--- config.mk ---
export PLATFORM = sky130hd
export DESIGN_NAME = bin2bcd_seq_flat
export DESIGN_NICKNAME = d
export VERILOG_FILES = /design/src/rtl/bin2bcd_seq_if.sv /design/src/rtl/bin2bcd_seq.sv /design/src/flat_wrapper.sv
export SDC_FILE = /design/constraint.sdc
export NUM_CORES = 1
export LEC_CHECK = 0
export BUFFER_PORTS_ARGS = -buffer_cell sky130_fd_sc_hd__buf_4
export CAP_MARGIN = 25
export CORE_UTILIZATION = 40
export DETAILED_ROUTE_END_ITERATION = 10
export PLACE_DENSITY = 0.64
export SLEW_MARGIN = 20
export SYNTH_ARGS = -nofsm -noshare
export SYNTH_HDL_FRONTEND = slang
export SYNTH_SLANG_ARGS = --single-unit
--- constraint.sdc ---
create_clock -name clk -period 1.9 [get_ports clk]
set_input_delay 0 -clock clk [delete_from_list [all_inputs] [get_ports clk]]
set_output_delay 0 -clock clk [all_outputs]
set_load 0.1 [all_outputs]
--- src/rtl/bin2bcd_seq_if.sv ---
// Handshake bundle for the sequential binary-to-BCD converter.
// master: the requester (drives start/bin_in); slave: the converter.
interface bin2bcd_seq_if #(
    parameter int unsigned N_in  = 7,
    parameter int unsigned N_dig = 3
);
    logic                 start;
    logic [N_in-1:0]      bin_in;
    logic                 busy;
    logic                 done;
    logic [4*N_dig-1:0]   bcd_out;

    modport master (
        output start,
        output bin_in,
        input  busy,
        input  done,
        input  bcd_out
    );

    modport slave (
        input  start,
        input  bin_in,
        output busy,
        output done,
        output bcd_out
    );
endinterface

--- src/rtl/bin2bcd_seq.sv ---
// Iterative binary-to-BCD converter (shift-add-3 / double dabble).
// One input bit is consumed per cycle: a conversion takes N_in shift cycles plus
// one cycle to publish, so a result is available every N_in+1 cycles.
// Inputs above 10^N_dig-1 wrap: the bit leaving the top digit is dropped.
// Optional feature: define BIN2BCD_AUTO_EN to also start a conversion from IDLE
// whenever bin_in differs from the last accepted value.
module bin2bcd_seq #(
    parameter int unsigned N_in  = 7,
    parameter int unsigned N_dig = 3
) (
    input logic          clk,
    input logic          rst,
    bin2bcd_seq_if.slave bus
);

    localparam int unsigned BcdW = 4 * N_dig;
    localparam int unsigned CntW = $clog2(N_in + 1);

    typedef enum logic [1:0] {StIdle, StShift, StDone} state_e;

    state_e            state_q;
    logic [N_in-1:0]   shift_q;
    logic [BcdW-1:0]   scratch_q;
    logic [CntW-1:0]   cnt_q;
    logic              busy_q;
    logic              done_q;
    logic [BcdW-1:0]   bcd_q;

    logic [BcdW-1:0]   scratch_adj;
    logic [BcdW-1:0]   scratch_nx;
    logic [N_in-1:0]   shift_nx;
    logic              go_idle;

`ifdef BIN2BCD_AUTO_EN
    logic [N_in-1:0]   last_q;
`endif

    // Add-3 correction on every digit >= 5, then shift {scratch, shift} left by one.
    always_comb begin
        scratch_adj = scratch_q;
        for (int i = 0; i < int'(N_dig); i++) begin
            if (scratch_q[4*i +: 4] >= 4'd5) begin
                scratch_adj[4*i +: 4] = scratch_q[4*i +: 4] + 4'd3;
            end
        end
        scratch_nx = {scratch_adj[BcdW-2:0], shift_q[N_in-1]};
        shift_nx   = shift_q << 1;
    end

    // Start condition while idle; auto mode also reacts to a changed input.
    always_comb begin
        go_idle = bus.start;
`ifdef BIN2BCD_AUTO_EN
        if (bus.bin_in != last_q) begin
            go_idle = 1'b1;
        end
`endif
    end

    // Conversion FSM with registered busy/done/result.
    always_ff @(posedge clk) begin
        if (rst) begin
            state_q   <= StIdle;
            shift_q   <= '0;
            scratch_q <= '0;
            cnt_q     <= '0;
            busy_q    <= 1'b0;
            done_q    <= 1'b0;
            bcd_q     <= '0;
`ifdef BIN2BCD_AUTO_EN
            last_q    <= '0;
`endif
        end else begin
            unique case (state_q)
                StIdle: begin
                    busy_q <= 1'b0;
                    done_q <= 1'b0;
                    if (go_idle) begin
                        shift_q   <= bus.bin_in;
                        scratch_q <= '0;
                        cnt_q     <= CntW'(N_in);
                        state_q   <= StShift;
`ifdef BIN2BCD_AUTO_EN
                        last_q    <= bus.bin_in;
`endif
                    end
                end
                StShift: begin
                    // busy rises on the first shift edge, one edge after acceptance
                    busy_q    <= 1'b1;
                    done_q    <= 1'b0;
                    scratch_q <= scratch_nx;
                    shift_q   <= shift_nx;
                    cnt_q     <= cnt_q - CntW'(1);
                    if (cnt_q == CntW'(1)) begin
                        state_q <= StDone;
                    end
                end
                StDone: begin
                    busy_q <= 1'b0;
                    done_q <= 1'b1;
                    bcd_q  <= scratch_q;
                    // a start here chains straight into the next conversion
                    if (bus.start) begin
                        shift_q   <= bus.bin_in;
                        scratch_q <= '0;
                        cnt_q     <= CntW'(N_in);
                        state_q   <= StShift;
`ifdef BIN2BCD_AUTO_EN
                        last_q    <= bus.bin_in;
`endif
                    end else begin
                        state_q <= StIdle;
                    end
                end
                default: begin
                    state_q <= StIdle;
                    busy_q  <= 1'b0;
                    done_q  <= 1'b0;
                end
            endcase
        end
    end

    assign bus.busy    = busy_q;
    assign bus.done    = done_q;
    assign bus.bcd_out = bcd_q;

endmodule
--- src/flat_wrapper.sv ---
// flat-port wrapper written by rule: the top's interface ports become plain ports
module bin2bcd_seq_flat 
#(
    parameter int unsigned N_in  = 7,
    parameter int unsigned N_dig = 3
)
  (clk, rst, bus_start, bus_bin_in, bus_busy, bus_done, bus_bcd_out);
  bin2bcd_seq_if #(.N_in(N_in), .N_dig(N_dig)) bus_i ();
  input logic clk;
  input logic rst;
  input wire logic [$bits(bus_i.start)-1:0] bus_start;
  input wire logic [$bits(bus_i.bin_in)-1:0] bus_bin_in;
  output wire logic [$bits(bus_i.busy)-1:0] bus_busy;
  output wire logic [$bits(bus_i.done)-1:0] bus_done;
  output wire logic [$bits(bus_i.bcd_out)-1:0] bus_bcd_out;
  assign bus_i.start = bus_start;
  assign bus_i.bin_in = bus_bin_in;
  assign bus_busy = bus_i.busy;
  assign bus_done = bus_i.done;
  assign bus_bcd_out = bus_i.bcd_out;
  bin2bcd_seq #(.N_in(N_in), .N_dig(N_dig)) u_core (.clk(clk), .rst(rst), .bus(bus_i));
endmodule
==> flow_summary.yaml <==
floorplanning:
  core_region_area_um2: 4000
  pin_count: 24
  initial_core_util: 0.414
  die_w_um: 66.4
  rows: 23
  die_height_um: 66.4
  die-area_um2: 4400
power:
  power.density_nw_per_um2: 787
  leakage_nw: 0.811
  ir_drop_mv: 0.401
clocking:
  cts_tree: "yes"
  cts-root-buf: "clkbuf_8"
  cts_hold_buf: 4
  cts-buffers-inserted: 5
  htreeDepth: 2
  insertion_delay_ns: 0.29
  post_cts_buffers: 0
  clk_transition_reported_paths_ns: 0.07
  cts_sinks: 38
  cts-resized-gates: 0
  clk_path_buf_depth: 2
finish:
  area_growth_pct: 19.9
  layout_commonest_cell: "dfxtp_1"
  diodes: 0
  utilization: 0.497
  final_cell_mix: "dfxtp_1, nand2_1, buf_4"
  drive_gt1_frac: 0.198
  layout.nets: 219
place:
  dp_hpwl_mm: 2.21
  place_congestion: 0.767
  io_buffers: 23
synthesis:
  syn_inst: 173
  ys_warn_count: 0
  ys_seq_area_frac: 0.459
  synth_async_sr_flop_share: 0
  synth_cell_types: 34
  ys.flop_type: "dfxtp_1"
  ys_seq_elements: 38
  syn-cell-area_um2: 1660
  synth_edf_count: 0
  synth_nets: 191
  avgSynthCellArea_um2: 9.58
critical_path:
  r2r-start: "u_core.state_q[1]$_SDFFE_PP0P_"
  worstSetupPathType: "reg -> reg"
  endpoint_kind: "register"
  rr_worst_depth: 4
  critPathRequiredTime_ns: 2.08
  arrival_ns: 1.70
  worstReg2RegEnd: "u_core.scratch_q[7]$_SDFFE_PP0P_"
  path_max_fanout: 10
  startpoint: "u_core.state_q[1]$_SDFFE_PP0P_"
  r2r_setup_slack_ns: 0.38
  start_kind: "register"
global_routing:
  track_usage: 0.158
  grt_max_degree: 24
  grt_pass1_vias: 1170
  grt_antenna_before_repair: 0
  grt_overflow: 0
  grt_pass1_wl_mm: 5.18
route:
  num_vias: 1287
  drt_pre_antenna_iters: 4
  viasPerCell: 5.11
  drc: 0
  wirelength_mm: 3.05
  drt_iter0_drc: 81
  wire_per_inst_um: 12.1
  final_antenna_net_count: 0
sta:
  period_share: 0.802
  finalHoldViolations: 0
  min_period_ns: 1.52
  rsz0062_at_grt: "no"
  relSlewSlack: 0.612
  finalSetupViolations: 0
  tns_ns: 0
  clock.fmax_mhz: 656
  worstMarginPinSlew_ns: 0.580
  maxSlewViolCount: 0
  finalClockSkew_ns: 0.00562
flow_run:
  cap_viol_max_count: 0
hold_path:
  min_path_type: "in -> reg"
  holdPathEnd: "u_core.shift_q[5]$_SDFFE_PP0P_"
  min_delay_path_depth: 3
  min_from: "bus_bin_in[5]"
outcome:
  outcome: "complete, no violations"
## worst max path at each step
stage / endpoint / slack, ns / depth (start not counted)
CTS: u_core.scratch_q[11]$_SDFFE_PP0P_ / 0.35 / 4
detailed placement: u_core.scratch_q[11]$_SDFFE_PP0P_ / 0.38 / 4
global route: u_core.scratch_q[11]$_SDFFE_PP0P_ / 0.25 / 4
floorplan: u_core.scratch_q[2]$_SDFFE_PP0P_ / 0.56 / 6
global placement: u_core.scratch_q[11]$_SDFFE_PP0P_ / 0.42 / 4
finish: u_core.scratch_q[7]$_SDFFE_PP0P_ / 0.38 / 4
## sequential cells by signal, indices dropped and copies added (netlist names)
signal              flops
u_core.bus.bcd_out     12
u_core.state_q          2
u_core.bus.busy         1
u_core.cnt_q            3
u_core.shift_q          7
u_core.scratch_q       12
u_core.bus.done         1
## cells in the mapped netlist (4+ instances only)
cell	instances	share of area
dfxtp_1	38	0.46
a21oi_1	16	0.048
o2bb2ai_1	5	0.026
nand2_1	26	0.059
inv_1	8	0.018
a211oi_1	5	0.023
xnor2_1	4	0.021
ha_1	8	0.060
nor2_1	5	0.011
nand2b_1	6	0.023
mux2i_1	10	0.060
## per-layer routing
| layer | GRT usage | vias to the layer above | share of wire | wire (um) |
|---|---|---|---|---|
| met5 | 0 | - | 0 | 0 |
| met2 | 0.258 | 28 | 0.45 | 1360 |
| met1 | 0.182 | 593 | 0.48 | 1460 |
| met3 | 0.0603 | 7 | 0.056 | 171 |
| li1 | - | 659 | - | - |
| met4 | 0.0718 | 0 | 0.020 | 61 |
## report_power, final
part / leakage (nW) / switching, mW / internal (mW)
sequential: 0.309 / 0.0182 / 0.822
combinational: 0.454 / 0.0899 / 0.0724
clock: 0.0482 / 0.269 / 0.292
total: 0.811 / 0.377 / 1.19
## cells by family (layout without fill, tap and decap cells)
group                      count (synthesis)  in the layout  synth area share
DFF                                       38             38             0.459
AOI/OAI and AO/OA                         44             44             0.182
muxes                                     11             11            0.0672
adders and majority gates                  8              8            0.0604
buffers and inverters                     17             46            0.0514
xor gates and xnor gates                   7              7            0.0370
and+or+nand+nor                           48             48             0.143
## metrics by stage
stage	hold WS, ns	instances	instance area, um^2	total power [mW]	setup WS [ns]
after global placement	0.273	240	1860	1.01	0.420
after floorplan	0.175	173	1660	0.974	0.564
final	0.0120	252	1990	1.56	0.376
after CTS	0.0259	252	1990	1.58	0.353
after global routing	0.0411	252	1990	1.64	0.246
after detailed placement	0.280	240	1860	1.01	0.378
## final cells by class
type / count / area, um^2
timing repair buffer: 29 / 228
inverter: 9 / 33.8
fill: 389 / 2010
clock buffer: 7 / 86.3
tap: 50 / 62.6
multi-input combinational: 118 / 811
clock inverter: 1 / 5.00
sequential: 38 / 761
## critical path, cell delays in order (launching register included)
cell and delay, ns:
dfxtp_1 0.48, nand2b_4 0.20, or2_1 0.31, inv_2 0.14, a32o_2 0.28
Note: power is estimated with default switching activity, not from simulation.
